**config.mk**
```make
export PLATFORM = sky130hd
export DESIGN_NAME = ucc_result_fifo
export DESIGN_NICKNAME = d
export VERILOG_FILES = /design/src/rtl/ucc_pkg.sv /design/src/rtl/ucc_fifo_mem.sv /design/src/rtl/ucc_result_fifo.sv
export SDC_FILE = /design/constraint.sdc
export NUM_CORES = 1
export LEC_CHECK = 0
export ABC_CLOCK_PERIOD_IN_PS = 3900
export BUFFER_PORTS_ARGS = -buffer_cell sky130_fd_sc_hd__buf_4
export CAP_MARGIN = 20
export CORE_MARGIN = 4
export CORE_UTILIZATION = 55
export DETAILED_ROUTE_END_ITERATION = 6
export HOLD_SLACK_MARGIN = 0.06
export PLACE_DENSITY = 0.77
export RECOVER_POWER = 100
export SLEW_MARGIN = 20
export SYNTH_ARGS = -nofsm -noshare
export SYNTH_HDL_FRONTEND = slang
export SYNTH_SLANG_ARGS = --single-unit
```
**constraint.sdc**
```tcl
create_clock -name clk -period 3.9 [get_ports clk]
set_clock_uncertainty 0.15 [all_clocks]
set_input_delay 0.195 -clock clk [delete_from_list [all_inputs] [get_ports clk]]
set_output_delay 0.195 -clock clk [all_outputs]
set_load 0.02 [all_outputs]
```
**src/rtl/ucc_pkg.sv**
```systemverilog
`default_nettype none
// ============================================================================
//  Module   : ucc_pkg
//  Purpose  : Shared types for the UCC result stage: code-select type and
//             encodings, the buffered entry record and the occupancy states.
//  Revision : 1.0  initial release
// ============================================================================
package ucc_pkg;

    // Word width produced by the UCC converter; the entry record is sized by it.
    localparam int UCC_DW = 8;

    typedef logic [1:0] code_sel_t;

    // Code encodings shared with the converter's selin/selout inputs.
    localparam code_sel_t CODE_BIN  = 2'b00;
    localparam code_sel_t CODE_BCD  = 2'b01;
    localparam code_sel_t CODE_GRAY = 2'b10;
    localparam code_sel_t CODE_XS3  = 2'b11;

    typedef struct packed {
        logic              err;
        code_sel_t         selin;
        code_sel_t         selout;
        logic [UCC_DW-1:0] word;
    } ucc_entry_t;

    typedef enum logic [1:0] {
        OCC_EMPTY   = 2'd0,
        OCC_PARTIAL = 2'd1,
        OCC_FULL    = 2'd2
    } occ_state_t;

endpackage
`default_nettype wire

```
**src/rtl/ucc_fifo_mem.sv**
```systemverilog
`default_nettype none
// ============================================================================
//  Module   : ucc_fifo_mem
//  Purpose  : DEPTH x ucc_entry_t register file, one synchronous write port and
//             one asynchronous read port. Contents clear on reset.
//  Ports    : clk, rst_n    clock / async active-low reset
//             we, waddr, wdata   write port
//             raddr, rdata       combinational read port
//  Revision : 1.0  initial release
// ============================================================================
module ucc_fifo_mem
    import ucc_pkg::*;
#(
    parameter int DEPTH = 4,
    parameter int AW    = 2
) (
    input  logic          clk,
    input  logic          rst_n,
    input  logic          we,
    input  logic [AW-1:0] waddr,
    input  ucc_entry_t    wdata,
    input  logic [AW-1:0] raddr,
    output ucc_entry_t    rdata
);

    ucc_entry_t r_mem [DEPTH];

    generate
        for (genvar gi = 0; gi < DEPTH; gi++) begin : g_entry
            always_ff @(posedge clk or negedge rst_n) begin
                if (!rst_n) begin
                    r_mem[gi] <= '0;
                end else if (we && (waddr == AW'(gi))) begin
                    r_mem[gi] <= wdata;
                end
            end
        end
    endgenerate

    assign rdata = r_mem[raddr];

endmodule
`default_nettype wire

```
**src/rtl/ucc_result_fifo.sv**
```systemverilog
`default_nettype none
// ============================================================================
//  Module   : ucc_result_fifo
//  Purpose  : Captures converted words plus error flag and select tags from the
//             UCC converter, buffers them in a first-word-fall-through FIFO and
//             keeps a saturating count of conversion errors.
//  Ports    : clk, rst_n                 clock / async active-low reset
//             in_valid, in_ready          upstream handshake
//             conv_out/err/selin/selout   captured word and tags
//             out_valid, out_ready        downstream handshake
//             out_word/err/selin/selout   head entry
//             level                       occupied entries
//             err_count, clr_err          saturating error counter / clear
//  Config   : `define UCC_DROP_ERR_EN to count error words without storing them.
//  Note     : DW must equal ucc_pkg::UCC_DW, the width of the stored record.
//  Revision : 1.0  initial release
// ============================================================================
module ucc_result_fifo
    import ucc_pkg::*;
#(
    parameter int DEPTH = 4,
    parameter int DW    = 8,
    parameter int ECW   = 8
) (
    input  logic                     clk,
    input  logic                     rst_n,
    input  logic                     in_valid,
    output logic                     in_ready,
    input  logic [DW-1:0]            conv_out,
    input  logic                     conv_err,
    input  logic [1:0]               conv_selin,
    input  logic [1:0]               conv_selout,
    output logic                     out_valid,
    input  logic                     out_ready,
    output logic [DW-1:0]            out_word,
    output logic                     out_err,
    output logic [1:0]               out_selin,
    output logic [1:0]               out_selout,
    output logic [$clog2(DEPTH):0]   level,
    output logic [ECW-1:0]           err_count,
    input  logic                     clr_err
);

    localparam int             AW         = $clog2(DEPTH);
    localparam logic [AW:0]    C_LVL_LAST = (AW+1)'(DEPTH - 1);
    localparam logic [AW:0]    C_LVL_ONE  = (AW+1)'(1);
    localparam logic [ECW-1:0] C_ERR_MAX  = {ECW{1'b1}};

    logic [AW:0]    r_wptr;
    logic [AW:0]    r_rptr;
    occ_state_t     r_state;
    occ_state_t     w_state_nxt;
    logic [ECW-1:0] r_err_count;
    logic [AW:0]    w_level;
    logic           w_push;
    logic           w_pop;
    logic           w_wr;
    ucc_entry_t     w_wdata;
    ucc_entry_t     w_rdata;

    // Extra pointer MSB makes the difference a true occupancy (0..DEPTH).
    assign w_level   = r_wptr - r_rptr;
    assign level     = w_level;

    assign in_ready  = (r_state != OCC_FULL);
    assign out_valid = (r_state != OCC_EMPTY);

    assign w_push    = in_valid && in_ready;
    assign w_pop     = out_valid && out_ready;

`ifdef UCC_DROP_ERR_EN
    // Error words complete the handshake but never occupy a slot.
    assign w_wr = w_push && !conv_err;
`else
    assign w_wr = w_push;
`endif

    assign w_wdata = '{err: conv_err, selin: conv_selin, selout: conv_selout, word: conv_out};

    ucc_fifo_mem #(
        .DEPTH (DEPTH),
        .AW    (AW)
    ) u_mem (
        .clk   (clk),
        .rst_n (rst_n),
        .we    (w_wr),
        .waddr (r_wptr[AW-1:0]),
        .wdata (w_wdata),
        .raddr (r_rptr[AW-1:0]),
        .rdata (w_rdata)
    );

    assign out_word   = w_rdata.word;
    assign out_err    = w_rdata.err;
    assign out_selin  = w_rdata.selin;
    assign out_selout = w_rdata.selout;

    always_ff @(posedge clk or negedge rst_n) begin
        if (!rst_n) begin
            r_wptr <= '0;
            r_rptr <= '0;
        end else begin
            if (w_wr) begin
                r_wptr <= r_wptr + 1'b1;
            end
            if (w_pop) begin
                r_rptr <= r_rptr + 1'b1;
            end
        end
    end

    // Occupancy FSM; a simultaneous write and pop leaves the state alone.
    always_comb begin
        w_state_nxt = r_state;
        case (r_state)
            OCC_EMPTY: begin
                if (w_wr) begin
                    w_state_nxt = OCC_PARTIAL;
                end
            end
            OCC_PARTIAL: begin
                if (w_wr && !w_pop && (w_level == C_LVL_LAST)) begin
                    w_state_nxt = OCC_FULL;
                end else if (w_pop && !w_wr && (w_level == C_LVL_ONE)) begin
                    w_state_nxt = OCC_EMPTY;
                end
            end
            OCC_FULL: begin
                if (w_pop) begin
                    w_state_nxt = OCC_PARTIAL;
                end
            end
            default: w_state_nxt = OCC_EMPTY;
        endcase
    end

    always_ff @(posedge clk or negedge rst_n) begin
        if (!rst_n) begin
            r_state <= OCC_EMPTY;
        end else begin
            r_state <= w_state_nxt;
        end
    end

    // Clear wins over a same-cycle increment; count holds at all-ones.
    always_ff @(posedge clk or negedge rst_n) begin
        if (!rst_n) begin
            r_err_count <= '0;
        end else if (clr_err) begin
            r_err_count <= '0;
        end else if (w_push && conv_err && (r_err_count != C_ERR_MAX)) begin
            r_err_count <= r_err_count + 1'b1;
        end
    end

    assign err_count = r_err_count;

endmodule
`default_nettype wire

```
==> results of run 1 <==
-- routing by layer --
layer | vias up | share of wire
met2 | 44 | 0.49
met3 | 9 | 0.039
met1 | 1028 | 0.46
met4 | 0 | 0.017
met5 | - | 0
li1 | 923 | -
-- cell type report --
| class | count | area [um2] |
|---|---|---|
| Clock inverter | 6 | 113 |
| Sequential cell | 68 | 1700 |
| Clock buffer | 10 | 128 |
| Multi-Input combinational cell | 135 | 1360 |
| Fill cell | 504 | 2100 |
| Tap cell | 75 | 93.8 |
| Timing Repair Buffer | 61 | 408 |
| Inverter | 5 | 18.8 |
-- cell usage after synthesis (3+ instances only) --
library cell  number
xnor2_1            5
inv_1              5
nand3_1            6
nor2_1             4
buf_6              5
a21oi_1            7
ha_1               7
nand2_1            6
mux4_2            13
o21ai_0            6
nand2_4            4
mux2_2            14
or3_1              4
dfrtp_1           68
mux2_4            39
or4_1              3
-- layout by cell type, fill, tap and decap left out, drive strengths merged, types with 2 or more instances in the layout --
cell type,count
a21oi,7
buf,19
bufinv,3
clkbuf,35
clkinv,3
dfrtp,68
dlygate4sd3,17
ha,7
inv,5
mux2,53
mux2i,2
mux4,13
nand2,10
nand2b,2
nand3,6
nor2,4
o21ai,6
o31ai,2
or3,4
or4,3
xnor2,6
-- critical path, delay by kind of cell (launching register included) --
family | cells | cell delay, ns
AOI/OAI and AO/OA | 1 | 0.16
xor gates and xnor gates | 1 | 0.29
adders and majority gates | 1 | 0.54
DFF | 1 | 0.66
muxes | 1 | 0.16
and+or+nand+nor | 1 | 0.50
-- through the flow --
stage | hold slack (ns) | area (um2) | setup WS [ns] | std cells
3_3_place_gp | 0.204 | 3700 | 1.53 | 327
4_1_cts | 0.358 | 4110 | 1.44 | 360
5_1_grt | 0.356 | 3820 | 1.24 | 360
2_1_floorplan | -0.251 | 3350 | 1.74 | 217
6_report | 0.340 | 3820 | 1.37 | 360
3_5_place_dp | 0.208 | 3700 | 1.45 | 327
-- power by group --
group | total, mW | switching [mW] | internal, mW
clock | 0.696 | 0.270 | 0.426
sequential | 1.23 | 0.210 | 1.02
combinational | 1.34 | 0.691 | 0.654
-- flip-flops by register name (all words and copies together) (netlist names) --
register     flops
err_count        8
r_rptr           3
r_state          2
r_wptr           3
u_mem.r_mem     52
-- worst max-delay path by stage --
stage | to | slack [ns] | cells after the start
finish | r_state[1] | 1.37 | 5
global route | r_state[1] | 1.24 | 5
CTS | r_state[1] | 1.44 | 5
detailed placement | r_state[1] | 1.45 | 5
global placement | r_state[1] | 1.53 | 5
floorplan | r_state[1] | 1.74 | 7
-- logic make-up (layout without fill, tap and decap cells) --
kind of cell,count (synthesis),after routing,share of synthesized area
xor gates and xnor gates,7,7,0.0205
and+or+nand+nor,35,35,0.0657
AOI/OAI and AO/OA,17,17,0.0310
buffers and inverters,14,82,0.0276
DFF,68,68,0.508
muxes,68,68,0.315
adders and majority gates,8,8,0.0321
==> run metrics, run 1 <==
status=finished with violations; failing checks=capacitance limit, slew limit; crit path kind=register to register; Reg2Reg Launch Point=r_rptr[1]; DIE AREA=7400 um2; Tcrit/Tclk final=0.650; Inserted Clock Buffers=9; ANT nets after route=0; Total Power=3.27 mW; DR WL/cell=17.3 um; Core ar.=5920 um2; final WL=6230 um; Synth area leader=dfrtp_1; Worst slew margin=-0.0832; # setup viols final=0; top_reg_cell synth=dfrtp_1; Max Fanout on Critical Path=16; met2 usage=0.286; first-pass GRT wire length=10100 um; largest net degree at the start of global routing=69; Post-Syn Instances=217; Hold Crit Class=register to register; RSZ-0062 raised after global routing=no; DRT iter0 DRCs=109; via/cell ratio=5.57; CP Capture Type=register; root buf cell=clkbuf_8; chip width=86.1 um; Yosys top cell area share=0.508; critical path startpoint category=register; M1 GR Usage=0.242; n_diodes=0; Sink Count=68; number of global-route vias before repair=2009; WHS Endpoint=u_mem.r_mem[13]; num rows=28; area growth from synthesis to layout=14.0%; Max clock buf depth=2; slowest CP cell=dfrtp_1; Worst Hold Depth=1; htree depth=3; fraction of layout cells with a size suffix above 1=0.221; Top Usage Layer GRT=met2; Syn. warnings=0; CTS Hold Bufs=17; worst path arrival time=2.64 ns; Die Height=86.1 um; Final #Nets=306; Post-CTS Setup Bufs=0; Avg Cell Area, Syn=15.4 um2; Skew-Pair Late Insertion Delay=0.33 ns; reg2reg setup slack=1.37 ns; pwr/cell area=857 nW/um2; DRC errors left=0; Yosys cell types=34; P_leak=1.63 nW; Ports=44; initial antenna violation count=0; Pre-antenna DRT Iters=4; setup TNS=0 ns; initial core utilization=0.566; DP HPWL=3870 um; Post-synth EDFFs=0; Required @ worst endpoint=4.01 ns; min Tclk post-route=2.53 ns; Max Slew Vio Count=69; CTS resizes=0; Hold Vio Cnt, Final=0; Slew @ Worst Pin=1.62 ns; top area cells in the synthesized netlist=dfrtp_1, mux2_4, mux4_2; Final Util=0.645; total track usage=0.182; R2R cell count=5; DR vias=2004; Syn Std Cell Area=3350 um2; grt ovf=0; Max Cap Viol=1; critical-path cell list=fa_1 > xnor2_1 > mux2i_1 > or4_1 > a21oi_1; CTS tree=yes; synthesized flop and latch total=68; Synth async-reset ratio=1.00; GRT met3 Usage=0.0384; I/O Buffers=43; Clock transition at path regs=0.07 ns; worst flop-to-flop path endpoint=r_state[1]; Critical Path Source=r_rptr[1]; hold path startpoint=u_mem.r_mem[13]; Achievable Freq=0.395 GHz; Max stage delay on crit path=0.66 ns; Placer Congestion=0.774; sequential area share after synthesis=0.508; Peak VDD IR=429 uV; syn nets=243
No activity file was read; power rests on OpenSTA's default activity.
==> inputs of run 2 (changes only) <==
- ABC_CLOCK_PERIOD_IN_PS: 3900 -> 2600
- clock period: 3.9 -> 2.6 ns (I/O delays scaled with it)
==> run 2 against run 1 <==
The flow still finishes with violations (capacitance limit, slew limit). Core utilization is 0.23 points higher. Clock power is 40% higher. Final cell count is 0.28% higher. Sequential cell count stayed put. Highest routed layer unchanged.
==> run metrics, run 2 (synthesis gave the netlist of run 1 again) <==
status=finished with violations; failing checks=capacitance limit, slew limit; Critical Path Source=r_wptr[0]; Post-CTS Setup Bufs=0; ANT nets after route=0; Peak VDD IR=645 uV; Core ar.=5920 um2; Pre-antenna DRT Iters=4; first-pass GRT wire length=10500 um; I/O Buffers=43; worst path arrival time=2.45 ns; DP HPWL=3930 um; chip width=86.1 um; Skew-Pair Late Insertion Delay=0.34 ns; Filler Cell Count=466; Final Util=0.648; DIE AREA=7400 um2; largest net degree at the start of global routing=69; htree depth=3; Achievable Freq=0.429 GHz; Cells after DPL=328; Placer Congestion=0.757; CTS tree=yes; R2R cell count=7; setup TNS=0 ns; via/cell ratio=5.50; fraction of layout cells with a size suffix above 1=0.248; initial core utilization=0.566; n_diodes=0; P_leak=1.64 nW; Hold Crit Class=register to register; Worst slew margin=-0.0750; setup slack after layout=0.269 ns; pwr/cell area=1280 nW/um2; min Tclk post-route=2.33 ns; Largest register FFs=52; Reg with most FFs=u_mem.r_mem; worst flop-to-flop path endpoint=r_state[1]; slowest CP cell=or4_1; # setup viols final=0; Tcrit/Tclk final=0.897; DRT iter0 DRCs=87; critical-path cell list=inv_1 > ha_1 > fa_1 > xnor2_1 > mux2i_1 > or4_1 > a21oi_1; Max Fanout on Critical Path=4; critical path endpoint=r_state[1]; initial antenna violation count=0; crit path kind=register to register; Final #Nets=307; root buf cell=clkbuf_8; Required @ worst endpoint=2.72 ns; number of global-route vias before repair=2070; Hold Vio Cnt, Final=0; num rows=28; pre-CTS setup slack=0.334 ns; CP Buf/Inv Count=1; DR WL/cell=17.0 um; Max stage delay on crit path=0.48 ns; CP top delay family=adder cells; Max Slew Vio Count=69; Inserted Clock Buffers=9; DR vias=1986; area growth from synthesis to layout=14.5%; Die Height=86.1 um; Clock transition at path regs=0.07 ns; RSZ-0062 raised after global routing=no; Reg2Reg Launch Point=r_wptr[0]; Non-Filler Instances=361; critical path startpoint category=register; Crit path depth=7; commonest cells after routing, fill and taps aside=dfrtp_1, mux2_1, clkbuf_1, buf_4, dlygate4sd3_1; hold path startpoint=u_mem.r_mem[2]; Sink Count=68; Max clock buf depth=2; CTS resizes=0; total track usage=0.184; Max Cap Viol=1; Ports=44; DRC errors left=0; grt ovf=0; Slew @ Worst Pin=1.61 ns; Register Area=1700 um2; CTS Hold Bufs=17; CP Capture Type=register; most common cell after layout, fill and taps aside=dfrtp_1; footprint of the multi-input gates=1380 um2; reg2reg setup slack=0.27 ns; final WL=6150 um
[run 2: cell types whose count changed in the layout (fill, tap and decap cells not counted), sizes merged]
cell      before  now
inv            5    6
bufinv         3    2
clkinvlp       0    1
buf           19   20
clkinv         3    2
[run 2: layout make-up]
class                           count  share of cell area
Timing Repair Buffer               62               0.108
Tap cell                           75              0.0245
Multi-Input combinational cell    135               0.360
Clock buffer                       10              0.0359
Clock inverter                      6              0.0225
Inverter                            5             0.00489
Sequential cell                    68               0.444
[run 2: worst min path at each step]
stage	depth (start not counted)	endpoint	slack [ns]
2_1_floorplan	0	err_count[0]	-0.32
3_3_place_gp	1	u_mem.r_mem[31]	0.15
3_5_place_dp	1	u_mem.r_mem[44]	0.14
4_1_cts	2	u_mem.r_mem[44]	0.30
5_1_grt	1	u_mem.r_mem[28]	0.37
6_report	1	u_mem.r_mem[2]	0.34
[run 2: where the power goes]
part           leakage (nW)  internal (mW)  total [mW]  switching, mW
sequential            0.821           1.54        1.81          0.270
combinational         0.708           1.01        2.12           1.11
clock                 0.113          0.566       0.971          0.405
total                  1.64           3.11        4.90           1.78
[run 2: worst reg2reg max path: cells and delay by family (launching register included)]
kind                     cells  cell delay, ns
AO/OA/AOI/OAI                1            0.15
XOR/XNOR                     1            0.26
adder cells (fa/ha/maj)      2            0.59
buffers and inverters        1            0.10
flip-flops                   1            0.37
multiplexers                 1            0.16
AND/OR/NAND/NOR              1            0.48
[run 2: per-stage QoR]
stage	hold slack (ns)	total power [mW]	cell area (um2)
6_report	0.337	4.90	3830
5_1_grt	0.366	5.20	3830
4_1_cts	0.295	5.53	4100
3_5_place_dp	0.137	4.51	3710
3_3_place_gp	0.145	4.43	3710
2_1_floorplan	-0.316	3.75	3350
[run 2: routing by layer]
metal / routed length, um / up-vias / share of wire / GRT usage
li1: - / 924 / - / -
met1: 2850 / 1014 / 0.46 / 0.249
met2: 2990 / 44 / 0.49 / 0.288
met3: 244 / 4 / 0.040 / 0.0509
met4: 61 / 0 / 0.0099 / 0.0604
met5: 0 / - / 0 / 0
